<file path="src/rtl/gate_sweep_ctrl_if.sv">
// Handshake and result bundle between the lab harness and the gate sweep controller.
// The harness side (master) drives start/abort and the gate output; the controller is the slave.
interface gate_sweep_ctrl_if #(
  parameter int unsigned N_IN = 2
) ();
  logic            start;
  logic            abort;
  logic            op;
  logic [N_IN-1:0] vec;
  logic            busy;
  logic            done;
  logic            pass;
  logic [N_IN:0]   err_count;
  logic [N_IN-1:0] first_fail_vec;
  logic            first_fail_valid;

  modport master (
    output start, abort, op,
    input  vec, busy, done, pass, err_count, first_fail_vec, first_fail_valid
  );

  modport slave (
    input  start, abort, op,
    output vec, busy, done, pass, err_count, first_fail_vec, first_fail_valid
  );
endinterface

</file>
<file path="src/rtl/gate_sweep_ctrl.sv">
// Exhaustive truth-table sweeper: walks every input vector of a small combinational gate,
// holds each for a settle time, samples the gate output and accumulates mismatch results.
module gate_sweep_ctrl #(
  parameter int unsigned        N_IN   = 2,
  parameter int unsigned        SETTLE = 2,
  parameter logic [2**N_IN-1:0] EXPECT = 4'b1001
) (
  input logic              clk,
  input logic              rst_n,
  gate_sweep_ctrl_if.slave sweep_if
);

  typedef enum logic [1:0] {StIdle, StSettle, StCheck, StDone} state_e;

  localparam logic [3:0]      SettleLoad = 4'(SETTLE - 1);
  localparam logic [N_IN-1:0] VecLast    = {N_IN{1'b1}};
  localparam logic [N_IN:0]   ErrMax     = {1'b1, {N_IN{1'b0}}};

  state_e          state_q, state_d;
  logic [N_IN-1:0] vec_q, vec_d;
  logic [3:0]      cnt_q, cnt_d;
  logic [N_IN:0]   err_q, err_d;
  logic [N_IN-1:0] ffv_q, ffv_d;
  logic            ffvalid_q, ffvalid_d;
  logic            pass_q, pass_d;

  logic            busy;
  logic            mismatch;
  logic [N_IN:0]   err_inc;

  assign busy     = (state_q == StSettle) || (state_q == StCheck);
  assign mismatch = sweep_if.op != EXPECT[vec_q];
  assign err_inc  = (err_q == ErrMax) ? err_q : err_q + 1'b1;

  always_comb begin
    state_d   = state_q;
    vec_d     = vec_q;
    cnt_d     = cnt_q;
    err_d     = err_q;
    ffv_d     = ffv_q;
    ffvalid_d = ffvalid_q;
    pass_d    = pass_q;

    // Abort only matters mid-sweep; partial results are deliberately kept for inspection.
    if (busy && sweep_if.abort) begin
      state_d = StIdle;
      vec_d   = '0;
      cnt_d   = '0;
      pass_d  = 1'b0;
    end else begin
      unique case (state_q)
        StIdle, StDone: begin
          if (sweep_if.start) begin
            state_d   = StSettle;
            vec_d     = '0;
            cnt_d     = SettleLoad;
            err_d     = '0;
            ffv_d     = '0;
            ffvalid_d = 1'b0;
            pass_d    = 1'b0;
          end
        end
        StSettle: begin
          if (cnt_q == 4'd0) begin
            state_d = StCheck;
          end else begin
            cnt_d = cnt_q - 4'd1;
          end
        end
        StCheck: begin
          if (mismatch) begin
            err_d = err_inc;
            if (!ffvalid_q) begin
              ffv_d     = vec_q;
              ffvalid_d = 1'b1;
            end
          end
          if (vec_q == VecLast) begin
            state_d = StDone;
            pass_d  = (err_d == '0);
          end else begin
            state_d = StSettle;
            vec_d   = vec_q + 1'b1;
            cnt_d   = SettleLoad;
          end
        end
      endcase
    end
  end

  always_ff @(posedge clk or negedge rst_n) begin
    if (!rst_n) begin
      state_q   <= StIdle;
      vec_q     <= '0;
      cnt_q     <= '0;
      err_q     <= '0;
      ffv_q     <= '0;
      ffvalid_q <= 1'b0;
      pass_q    <= 1'b0;
    end else begin
      state_q   <= state_d;
      vec_q     <= vec_d;
      cnt_q     <= cnt_d;
      err_q     <= err_d;
      ffv_q     <= ffv_d;
      ffvalid_q <= ffvalid_d;
      pass_q    <= pass_d;
    end
  end

  assign sweep_if.vec              = vec_q;
  assign sweep_if.busy             = busy;
  assign sweep_if.done             = (state_q == StDone);
  assign sweep_if.pass             = pass_q;
  assign sweep_if.err_count        = err_q;
  assign sweep_if.first_fail_vec   = ffv_q;
  assign sweep_if.first_fail_valid = ffvalid_q;

endmodule

</file>
<file path="src/flat_wrapper.sv">
// flat-port wrapper written by rule: the top's interface ports become plain ports
module gate_sweep_ctrl_flat 
#(
  parameter int unsigned        N_IN   = 2,
  parameter int unsigned        SETTLE = 2,
  parameter logic [2**N_IN-1:0] EXPECT = 4'b1001
)
  (clk, rst_n, sweep_if_start, sweep_if_abort, sweep_if_op, sweep_if_vec, sweep_if_busy, sweep_if_done, sweep_if_pass, sweep_if_err_count, sweep_if_first_fail_vec, sweep_if_first_fail_valid);
  gate_sweep_ctrl_if #(.N_IN(N_IN)) sweep_if_i ();
  input logic clk;
  input logic rst_n;
  input wire logic [$bits(sweep_if_i.start)-1:0] sweep_if_start;
  input wire logic [$bits(sweep_if_i.abort)-1:0] sweep_if_abort;
  input wire logic [$bits(sweep_if_i.op)-1:0] sweep_if_op;
  output wire logic [$bits(sweep_if_i.vec)-1:0] sweep_if_vec;
  output wire logic [$bits(sweep_if_i.busy)-1:0] sweep_if_busy;
  output wire logic [$bits(sweep_if_i.done)-1:0] sweep_if_done;
  output wire logic [$bits(sweep_if_i.pass)-1:0] sweep_if_pass;
  output wire logic [$bits(sweep_if_i.err_count)-1:0] sweep_if_err_count;
  output wire logic [$bits(sweep_if_i.first_fail_vec)-1:0] sweep_if_first_fail_vec;
  output wire logic [$bits(sweep_if_i.first_fail_valid)-1:0] sweep_if_first_fail_valid;
  assign sweep_if_i.start = sweep_if_start;
  assign sweep_if_i.abort = sweep_if_abort;
  assign sweep_if_i.op = sweep_if_op;
  assign sweep_if_vec = sweep_if_i.vec;
  assign sweep_if_busy = sweep_if_i.busy;
  assign sweep_if_done = sweep_if_i.done;
  assign sweep_if_pass = sweep_if_i.pass;
  assign sweep_if_err_count = sweep_if_i.err_count;
  assign sweep_if_first_fail_vec = sweep_if_i.first_fail_vec;
  assign sweep_if_first_fail_valid = sweep_if_i.first_fail_valid;
  gate_sweep_ctrl #(.N_IN(N_IN), .SETTLE(SETTLE), .EXPECT(EXPECT)) u_core (.clk(clk), .rst_n(rst_n), .sweep_if(sweep_if_i));
endmodule
</file>
<file path="config.mk">
export PLATFORM = sky130hd
export DESIGN_NAME = gate_sweep_ctrl_flat
export DESIGN_NICKNAME = d
export VERILOG_FILES = /design/src/rtl/gate_sweep_ctrl_if.sv /design/src/rtl/gate_sweep_ctrl.sv /design/src/flat_wrapper.sv
export SDC_FILE = /design/constraint.sdc
export NUM_CORES = 1
export LEC_CHECK = 0
export CAP_MARGIN = 10
export CORE_MARGIN = 4
export CORE_UTILIZATION = 60
export DETAILED_ROUTE_END_ITERATION = 10
export DONT_BUFFER_PORTS = 1
export PLACE_DENSITY = 0.72
export SLEW_MARGIN = 0
export SYNTH_ARGS = -nofsm -noshare
export SYNTH_HDL_FRONTEND = slang
export SYNTH_SLANG_ARGS = --single-unit
</file>
<file path="constraint.sdc">
create_clock -name clk -period 1.9 [get_ports clk]
set_input_delay 0.38 -clock clk [delete_from_list [all_inputs] [get_ports clk]]
set_output_delay 0.38 -clock clk [all_outputs]
set_load 0.005 [all_outputs]
</file>
After elaboration in Yosys (flattened, before gate mapping)

Cells that the tools add are included.

Register bits: 15
Input bits: 5
Logic and storage cells: 72

Add/subtract/negate cells: 3
Mux-type cells: 31
$lt $le $gt $ge: 1
Bitwise operators: 1
Equality and inequality tests: 14
Reductions and logical operators: 15

Operators by type and width:

| kind                  | number |
|---|---|
| $mux W2               | 9 |
| $mux W4               | 4 |
| $mux W3               | 5 |
| $ne A3 B3 Y1 const B  | 4 |
| $pmux W4 S3           | 1 |
| $reduce_and A3 Y1     | 4 |
| $pmux W2 S2           | 2 |
| $eq A2 B2 Y1 const B  | 3 |
| $pmux W2 S3           | 1 |
| $pmux W3 S2           | 1 |
| $mux W1               | 5 |
| $reduce_and A5 Y1     | 1 |
| $logic_not A4 Y1      | 1 |
| $ne A2 B2 Y1 const B  | 2 |
| $pmux W1 S2           | 2 |
| $reduce_and A4 Y1     | 1 |
| $sub A4 B1 Y4 const B | 1 |
| $add A3 B1 Y3 const B | 1 |
| $eq A3 B3 Y1 const B  | 1 |
| $logic_not A3 Y1      | 1 |
| $lt A2 B3 Y1 const B  | 1 |
| $ne A3 B2 Y1 const B  | 1 |
| $reduce_bool A3 Y1    | 1 |
| $add A2 B1 Y2 const B | 1 |
| other kinds (11)      | 11 |

Logic depth before layout (Yosys ltp)

Depth after elaboration: 10
Depth in mapped cells: 7
Mapped depth without buffers: 6

Least setup slack after synthesis

No wires, ideal clock.

Path kind: reg2reg
Start: register u_core.state_q[0]
End: register u_core.ffv_q[0], in the netlist u_core.sweep_if.first_fail_vec[0]
Buffers on the path: 1
Cell stages (with the launch flop): 8
Slack: 0.141 ns
Data arrival time: 1.693 ns
Data required time: 1.834 ns
Setup time: 0.066 ns
Cells stage by stage: dfrtp_1 -> inv_1 -> ha_1 -> or2_1 -> buf_6 -> a2111oi_4 -> a22o_1 -> a22o_1

Word-level cells in the longest chain between the ends: 5
Elaborated cells between the ends (all ways): 14

Ends and longest elaborated chain:

| what                                                                      | line                   | source |
|---|---|---|
| start, declared                                                           | gate_sweep_ctrl.sv:19  | `state_e state_q, state_d;` |
| start signal, assigned                                                    | gate_sweep_ctrl.sv:93  | `state_q <= StIdle;` |
| start signal, assigned                                                    | gate_sweep_ctrl.sv:101 | `state_q <= state_d;` |
| parallel branches: the longest is 5 deep, another holds $reduce_and A5 Y1 | --                     |  |
| end signal, assigned                                                      | gate_sweep_ctrl.sv:105 | `ffv_q <= ffv_d;` |
| end, declared                                                             | gate_sweep_ctrl.sv:23  | `logic [N_IN-1:0] ffv_q, ffv_d;` |

Several ways; the timed one is not identified.
A chain may end at the register's enable or synchronous reset.

Worst setup path in the final report

Start: register u_core.cnt_q[0]
End: register u_core.state_q[0]

Word-level cells in the longest chain between the ends: 3

Ends and longest elaborated chain:

| what                        | line                   | source |
|---|---|---|
| start, declared             | gate_sweep_ctrl.sv:21  | `logic [3:0] cnt_q, cnt_d;` |
| start signal, assigned      | gate_sweep_ctrl.sv:103 | `cnt_q <= cnt_d;` |
| $logic_not A4 Y1            | gate_sweep_ctrl.sv:64  | `if (cnt_q == 4'd0) begin` |
| $ne A3 B3 Y1 (no line)      | --                     |  |
| $reduce_and A2 Y1 (no line) | --                     |  |

Every way passes these cells.

==> metrics <==
Synth area leader dfrtp_1; # Max-Cap Violations 0; slowest CP cell dfrtp_1; crit path DAT 1.96 ns; main combinational cell family by area after synthesis compound AO/OA/AOI/OAI gates; routed len/inst 16.0 um; TNS Setup 0 ns; Max Freq 571 MHz; crit end category flip-flop; reg-to-reg startpoint u_core.cnt_q[0]$_DFFE_PN0P_; Seq/Total Area, Yosys 0.383; critical path required time about 2.1 ns; mux contribution to synthesized area 0.0434; clk slew on worst S/H paths ~0.09 ns; # setup viols final 0; r2r setup slk ~0.15 ns; Starting Density 0.643; worst flop-to-flop path endpoint u_core.state_q[0]$_DFFE_PN0P_; CTS Sinks 15; adder-cell share of the synthesized area 0.102; GR Overflow Total 0; Post-synth EDFFs 0; crit-path max cell delay ~0.42 ns; Max-Slew Margin vs Limit 0.549; period utilization 0.922; Reg area approximately 380 um2; Residual DRC 0; layout cells sized above 1 0.192; most numerous cell in the Yosys netlist dfrtp_1; Synth top cells by count dfrtp_1 (15), inv_1 (9), nand2_1 (9), ha_1 (8), o21ai_0 (6); asr flop ratio synth 1.00; maximum root-to-sink buffer count 2; vias in the first global route between 700 and 800; FF+latch count, synth 15; Buf/Inv on CP 1; # fillers approximately 120; Final Slew Violations 0; Area contributors post-synth dfrtp_1 (38%), ha_1 (10%), a32o_1 (5.1%), a22o_1 (4.5%), inv_1 (3.4%); Min Clock Period, post-route roughly 1.8 ns; Vias/cell about 6.2; hold path start sweep_if_abort; Port Buffers 0; Total Wirelength about 1900 um; crit path from u_core.cnt_q[0]$_DFFE_PN0P_; antenna fix cells 0; via count 747; cts bufs inserted 3; CP max FO 5; Top delay family on crit path simple AND/OR/NAND/NOR gates; Mapped Area about 980 um2; standard-cell row count 14; die width between 40 and 50 um; First-pass DRT Iterations 4; H-tree levels 1; area share of and/or/nand/nor cells after synthesis 0.134; end point of the critical path u_core.state_q[0]$_DFFE_PN0P_; Post-CTS Setup Repair Bufs 0; post-detail-place hpwl 1420 um; Lkg Pwr just over 0.5 nW; Yosys cell types 32; power per cell area approximately 1400 nW/um2; Synth Area in XOR/XNOR 0.0268; chip height ~48 um; Overall Power around 1.5 mW; Compound-Gate Fraction of Synth Area 0.261; syn_nets approximately 110; gr usage total 0.168; clock latency on the worst-skew pair 0.28 ns; largest net degree at the start of global routing 16; pin slew with the least headroom to its limit slightly below 0.7 ns; worst path cell trace inv_1 > ha_1 > or3b_4 > and3_1 > nor2_2 > mux2i_1; Final Hold Viols 0; Design Area, Final between 1000 and 1500 um2; R2R depth 6; worst IR drop on VDD between 0.0009 and 0.001 V; post-placement cell area roughly 1000 um2; Clock Skews ~0.0041 ns; global placement routability congestion slightly above 0.8; CTS root buf clkbuf_4; hold crit path type primary input to flip-flop; WP depth 6; area of the core 1520 um2; Antenna Violating Nets Remaining 0; first-pass GRT wire length 3190 um; number of DRC markers in iteration 0 17; CP Class flip-flop to flip-flop; syn avg cell area roughly 10 um2; # IOs 16; Primary FF master, synth dfrtp_1; Syn-to-layout area delta 11.5%; nets about 120; RSZ-0062 raised after global routing false; Post-Syn Instances 98; initial antenna violation count 0; Setup crit start kind flip-flop; Die Area 2340 um2; CTS tree done; status finished, final reports clean; post-synth top area share 0.383; Multi-input gate area 603 um2; synth warn 0
==> report_power, final <==
group | internal, mW | total (mW) | switching [mW]
logic | 0.400 | 0.890 | 0.491
registers | 0.384 | 0.451 | 0.0665
clock network | 0.0782 | 0.186 | 0.108
==> timing repair <==
item	CTS	global route
setup endpoints to repair	0	10
gates resized for setup	0	10
hold buffers	1	0
endpoints found under the hold margin	15	0
==> through the flow <==
step           setup WS, ns  instances  utilization  hold WS (ns)
3_5_place_dp         0.0979        115        0.661        0.0848
6_report              0.149        120        0.717         0.321
2_1_floorplan         0.141         98            -        0.0844
5_1_grt              0.0192        120        0.717         0.335
3_3_place_gp          0.136        115        0.661        0.0848
4_1_cts              0.0701        120        0.686         0.315
==> layout by cell type, fill, tap and decap left out, types with 2 or more instances in the layout <==
cell type and n:
buf_4 3, a32o_1 5, inv_1 9, nand2b_1 2, dfrtp_1 15, a22o_1 5
clkbuf_4 3, a21o_1 3, nand2_1 9, nor2_1 3, xnor2_1 2, mux2_2 2
ha_1 6, a21oi_1 4, o21ai_0 6, nor2b_1 4
==> cells by family (layout without fill, tap and decap cells) <==
kind of cell,Yosys count,count (layout)
AOI/OAI and AO/OA,31,31
adders and majority gates,8,8
and+or+nand+nor,26,26
muxes,4,4
DFF,15,15
xor gates and xnor gates,3,3
buffers and inverters,11,17
==> layout make-up <==
cell class / count / area share
sequential: 15 / 0.344
tap: 16 / 0.0183
inverter: 9 / 0.0309
clock inverter: 1 / 0.00458
multi-input combinational: 72 / 0.552
clock buffer: 3 / 0.0206
timing repair buffer: 4 / 0.0298
==> state kept, by name, indices dropped and copies added (netlist names) <==
signal / flops
u_core.sweep_if.pass: 1
u_core.state_q: 2
u_core.cnt_q: 4
u_core.sweep_if.first_fail_valid: 1
u_core.sweep_if.err_count: 3
u_core.sweep_if.first_fail_vec: 2
u_core.sweep_if.vec: 2
==> per-layer routing <==
| metal | part of all wire | track usage |
|---|---|---|
| met3 | 0.060 | 0.0521 |
| met5 | 0 | 0 |
| met2 | 0.46 | 0.261 |
| met4 | 0.0073 | 0.0461 |
| met1 | 0.47 | 0.224 |
==> worst register-to-register path, stage by stage, from the launching register on <==
cell     delay (ns)
dfrtp_1        0.42
inv_1          0.07
ha_1           0.20
or3b_4         0.42
and3_1         0.23
nor2_2         0.13
mux2i_1        0.21
==> worst min-delay path by stage <==
| stage | to | slack [ns] | depth (start not counted) |
|---|---|---|---|
| floorplan | u_core.cnt_q[0]$_DFFE_PN0P_ | 0.08 | 0 |
| global placement | u_core.cnt_q[1]$_DFFE_PN0P_ | 0.08 | 0 |
| detailed placement | u_core.cnt_q[1]$_DFFE_PN0P_ | 0.08 | 0 |
| CTS | u_core.state_q[0]$_DFFE_PN0P_ | 0.31 | 2 |
| global route | u_core.state_q[0]$_DFFE_PN0P_ | 0.34 | 2 |
| finish | u_core.state_q[0]$_DFFE_PN0P_ | 0.32 | 2 |
No activity file was read; power rests on OpenSTA's default activity.
